<file path="config.mk">
export PLATFORM = sky130hd
export DESIGN_NAME = unpack
export DESIGN_NICKNAME = d
export VERILOG_FILES = /design/src/rtl/unpack.sv
export SDC_FILE = /design/constraint.sdc
export NUM_CORES = 1
export LEC_CHECK = 0
export CAP_MARGIN = 20
export CORE_MARGIN = 4
export CORE_UTILIZATION = 46
export DETAILED_ROUTE_END_ITERATION = 8
export PLACE_DENSITY = 0.83
export SYNTH_ARGS = -nofsm -noshare
export SYNTH_HDL_FRONTEND = slang
export SYNTH_SLANG_ARGS = --single-unit
</file>
<file path="constraint.sdc">
create_clock -name clk -period 3.1 [get_ports clk]
set_input_delay 0.465 -clock clk [delete_from_list [all_inputs] [get_ports clk]]
set_output_delay 0.465 -clock clk [all_outputs]
set_load 0.05 [all_outputs]
</file>
<file path="src/rtl/unpack.sv">
// Splits each W*D-bit upstream word into D sub-words of W bits, emitted one per
// handshake. LSB- or MSB-first per ORDER. The last sub-word can hand off to the next word with no bubble.
module unpack #(
   parameter int W     = 8,
   parameter int D     = 2,
   parameter int ORDER = 0
) (
   input  logic           clk,
   input  logic           rst,
   input  logic           s_stb,
   input  logic [W*D-1:0] s_dat,
   output logic           s_rdy,
   output logic           m_stb,
   output logic [W-1:0]   m_dat,
   output logic           m_last,
   input  logic           m_rdy
);

   localparam int IW = (D > 1) ? $clog2(D) : 1;
   localparam logic [IW-1:0] LAST = IW'(D - 1);

   typedef enum logic {EMPTY, BUSY} state_t;

   state_t                state;
   logic [IW-1:0]         idx;
   logic [D-1:0][W-1:0]   hold;
   logic [D-1:0][W-1:0]   ordv;
   logic                  at_last;
   logic                  in_xfer;
   logic                  out_xfer;

   // Reorder once so emission always walks ordv[0..D-1] regardless of ORDER.
   for (genvar k = 0; k < D; k++) begin : g_ord
      assign ordv[k] = hold[(ORDER != 0) ? (D - 1 - k) : k];
   end

   assign at_last  = (state == BUSY) && (idx == LAST);
   assign s_rdy    = !rst && ((state == EMPTY) || (at_last && m_rdy));
   assign m_stb    = !rst && (state == BUSY);
   assign m_dat    = ordv[idx];
   assign m_last   = at_last;
   assign in_xfer  = s_stb && s_rdy;
   assign out_xfer = m_stb && m_rdy;

   always_ff @(posedge clk) begin
      if (rst) begin
         state <= EMPTY;
         idx   <= '0;
         hold  <= '0;
      end else if (in_xfer) begin
         // Covers both a load from EMPTY and the zero-bubble reload on the last sub-word.
         hold  <= s_dat;
         idx   <= '0;
         state <= BUSY;
      end else if (out_xfer) begin
         if (at_last) state <= EMPTY;
         else         idx   <= idx + 1'b1;
      end
   end

endmodule

</file>
# Yosys cells after proc, flatten, opt, wreduce, memory -nomap -nowiden
# Cells that the tools add are included.
[classes]
bitwise = 2
mux = 5
addsub = 1
n_reduce_logical = 13
n_lt_le_gt_ge = 1
[ops]
columns = ["cell", "count"]
rows = [
  ["$mux W8", 2],
  ["$logic_and A1 B1 Y1", 6],
  ["$reduce_and A2 Y1", 2],
  ["$reduce_bool A2 Y1", 2],
  ["$mux W1", 3],
  ["$lt A1 B2 Y1 const B", 1],
  ["$not A1 Y1", 2],
  ["$reduce_or A2 Y1", 1],
  ["$add A1 B1 Y1 const B", 1],
  ["$logic_not A1 Y1", 1],
  ["$logic_or A1 B1 Y1", 1],
]
[word_totals]
output_inout_bits = 11
reg_bits = 18
input_bits = 20
elab_cells = 26

# Depth between registers and ports, before layout
[depth]
word_depth = 7
mapped_depth = 4
ltp_nobuf = 3

# Worst setup path before layout
# Ideal clock, no wire load.
[synth_timing]
kind = "in2out"
start = "input rst"
end = "output m_stb"
arrival_time_ps = 1362
cell_stages = 2
path_slack_ps = 1273
path_buffers = 1
cell_sequence = "clkbuf_1 nor2b_1"
[synth_via]
elab_chain_cells = 2
[synth_lines]
columns = ["item", "line_no", "source"]
rows = [
  ["from (decl)", "9", "input logic rst,"],
  ["$logic_not A1 Y1", "39", "assign m_stb = !rst && (state == BUSY);"],
  ["$logic_and A1 B1 Y1", "39", ""],
  ["to (decl)", "13", "output logic m_stb,"],
]
# No other way between the ends.

# Worst setup path after layout
[layout_timing]
start = "register idx"
end = "output m_dat[1]"
[layout_via]
elab_chain_cells = 2
[layout_lines]
columns = ["item", "line_no", "source"]
rows = [
  ["from (decl)", "25", "logic [IW-1:0] idx;"],
  ["from (signal assigned)", "57", "else idx <= idx + 1'b1;"],
  ["$mux W8 (implied by the code) (2 in series)", "40", "assign m_dat = ordv[idx];"],
  ["to (decl)", "14", "output logic [W-1:0] m_dat,"],
]
# No other way between the ends. The select of a mux whose other input is x is not followed.

==> impl_metrics.csv <==
group,metric,value,unit
status,outcome,"finished clean",
setup_path,critical_path.endpoint,"m_dat[1]",
cts,cts_resized,0,
drt,num_vias,620,
final_layout,ff_latch_area,360.3,um^2
placement,gp_congestion,0.6526,
setup_path,cp_top_family,"buffers and inverters",
setup_path,reg2reg_from,"idx$_SDFFE_PP0P_",
synthesis,syn_inst,74,
sta,setup_slack,0.5689,ns
synthesis,synth_top_area_share,42.86,%
hold_path,hold_start,"state$_SDFFE_PP0P_",
final_layout,final_area,1187,um^2
run,max_cap_viol_count,0,
setup_path,critical_path_buf_inv_count,1,
global_routing,grt-ovfl-total,0,
drt,routedWlPerCell,12.17,um
cts,clkSinkCount,18,
drt,drt_wl_total,1.582,mm
synthesis,yosysSeqAreaShare,42.86,%
final_layout,multi_input_comb_area,452.9,um^2
pwr,power,537.9,uW
sta,fin_crit,2.531,ns
global_routing,antenna_found_initial,0,
setup_path,path_cells,"mux2_2, clkdlybuf4s50_1",
sta,slew_violations,0,
floorplanning,rows,15,
pwr,ir_drop,260.5,uV
cts,htreeDepth,1,
sta,hold_violations,0,
cts,cts_tree,"yes",
drt,drt_iter0_drc,7,
floorplanning,start_util,48.70,%
synthesis,syn_nets,94,
final_layout,final_common_cell,"clkdlybuf4s50_1",
cts,clockBufferDepth,2,
floorplanning,core_area,1727,um^2
floorplanning,die-height,50.76,um
placement,port-buffer-count,30,
drt,drc,0,
global_routing,grt_pass1_vias,602,
drt,ant_nets,0,
hold_path,min_path_type,"register to register",
sta,rsz0062_at_grt,"no",
cts,cts_made_buffers,3,
global_routing,grt_use_total,13.00,%
global_routing,grt_pass1_wl,2.546,mm
setup_path,start_kind,"register",
setup_path,path_class,"register to output pin",
synthesis,synth_area_per_cell,11.36,um^2
sta,setup_violations,0,
cts,cts_hold_buf,0,
setup_path,crit_start,"idx$_SDFFE_PP0P_",
setup_path,r2r-end,"hold[5]$_SDFFE_PP0P_",
cts,insertion_delay,0.29,ns
setup_path,worstSetupPathDepth,2,
setup_path,path_max_fanout,12,
synthesis,ys_warn_count,0,
pwr,p_per_area,453.0,nW/um^2
setup_path,required,2.63,ns
setup_path,endpoint_kind,"output pin",
sta,hold_ws,0.5427,ns
final_layout,drive_gt1_share,31.43,%
setup_path,critical_path_arrival,2.07,ns
setup_path,reg2reg_depth,3,
floorplanning,ios,31,
global_routing,grt_max_degree,21,
synthesis,synth_top_area_cell,"dfxtp_1",
cts,post_cts_buffers,0,
sta,relSlewSlack,52.88,%
final_layout,fin_nets,126,
synthesis,ys_ff_latch,18,
sta,worst_pin_slew,0.7045,ns
drt,vias_per_cell,4.769,
synthesis,ys_types,14,
placement,dp_hpwl,1.183,mm
floorplanning,die_area,2576,um^2
placement,place_area,1151,um^2
drt,drt_first_pass_iters,4,
cts,cts-root-buf,"clkbuf_4",
sta,post-route-period-util,81.65,%
placement,pre_cts_slack,0.8449,ns
sta,skew,0.002810,ns
floorplanning,die_w,50.76,um
sta,tns,0,ns
setup_path,critPathMaxStageDelay,0.70,ns
synthesis,synthTopCellsByArea,"dfxtp_1, mux2_2, nor2b_1",
final_layout,syn2layout_area_growth,41.22,%
setup_path,rrSetupSlack,1.22,ns
synthesis,syn_area,840.8,um^2
final_layout,final_cell_mix,"clkdlybuf4s50_1, mux2_2, nor2b_1, dfxtp_1",
cts,clkSlewWorstSetupHoldPaths,0.10,ns
final_layout,diodes,0,
sta,max_freq,395.1,MHz
pwr,p_leak,0.0004773,uW
final_layout,nFillCells,162,
setup_path,slowest_stage,"clkdlybuf4s50_1",
## synthesized netlist by cell type, drive strengths merged
cell type and instances:
a21oi 1, nor2b 18, o21ai 1, buf 2, nand3b 1, mux2 24, nor3 1, clkbuf 2
inv 1, dfxtp 18, a21boi 1, and2 1, nor2 3
## worst min-delay path by stage
| stage | end | slack [ns] | cells after the start |
|---|---|---|---|
| after floorplan | idx$_SDFFE_PP0P_ | 0.49 | 2 |
| final | idx$_SDFFE_PP0P_ | 0.54 | 2 |
| after global routing | idx$_SDFFE_PP0P_ | 0.57 | 2 |
| after detailed placement | idx$_SDFFE_PP0P_ | 0.53 | 2 |
| after CTS | idx$_SDFFE_PP0P_ | 0.56 | 2 |
| after global placement | idx$_SDFFE_PP0P_ | 0.52 | 2 |
## report_power, final
group	switching, uW	internal [uW]
Clock	71.2	71.6
Combinational	65.9	70.7
Sequential	10.2	248
Total	147	391
## tightest hold or removal path: cells and delay by family (launching register included)
family / cells / cell delay [ns]
simple gates: 1 / 0.09
flops: 1 / 0.35
compound gates: 1 / 0.06
## per-layer routing
| metal | GRT usage, % | wire, um |
|---|---|---|
| met5 | 0 | 0 |
| met4 | 5.381 | 18 |
| met3 | 3.858 | 103 |
| met2 | 21.74 | 725 |
| met1 | 15.38 | 734 |
## cells by family after synthesis
| kind of cell | Yosys count | share of synthesized area [%] |
|---|---|---|
| multiplexers | 24 | 32.14 |
| flip-flops | 18 | 42.86 |
| AO/OA/AOI/OAI | 3 | 3.422 |
| buffers and inverters | 5 | 3.273 |
| AND/OR/NAND/NOR | 24 | 18.31 |
## layout make-up
cell class | instances | area share, %
multi-input cells | 51 | 38.15
flip-flops and latches | 18 | 30.35
repair buffers | 31 | 25.50
clock buffers | 4 | 3.056
well taps | 25 | 2.634
inverters | 1 | 0.3161
## metrics by stage
step / utilization, % / instances
floorplan: - / 74
global placement: 66.67 / 126
detailed placement: 66.67 / 126
CTS: 68.77 / 130
global route: 68.77 / 130
finish: 68.77 / 130
## registers in the layout (all words and copies together), names as in the netlist
signal,flops
hold,16
idx,1
state,1
No activity file was read; power rests on OpenSTA's default activity.
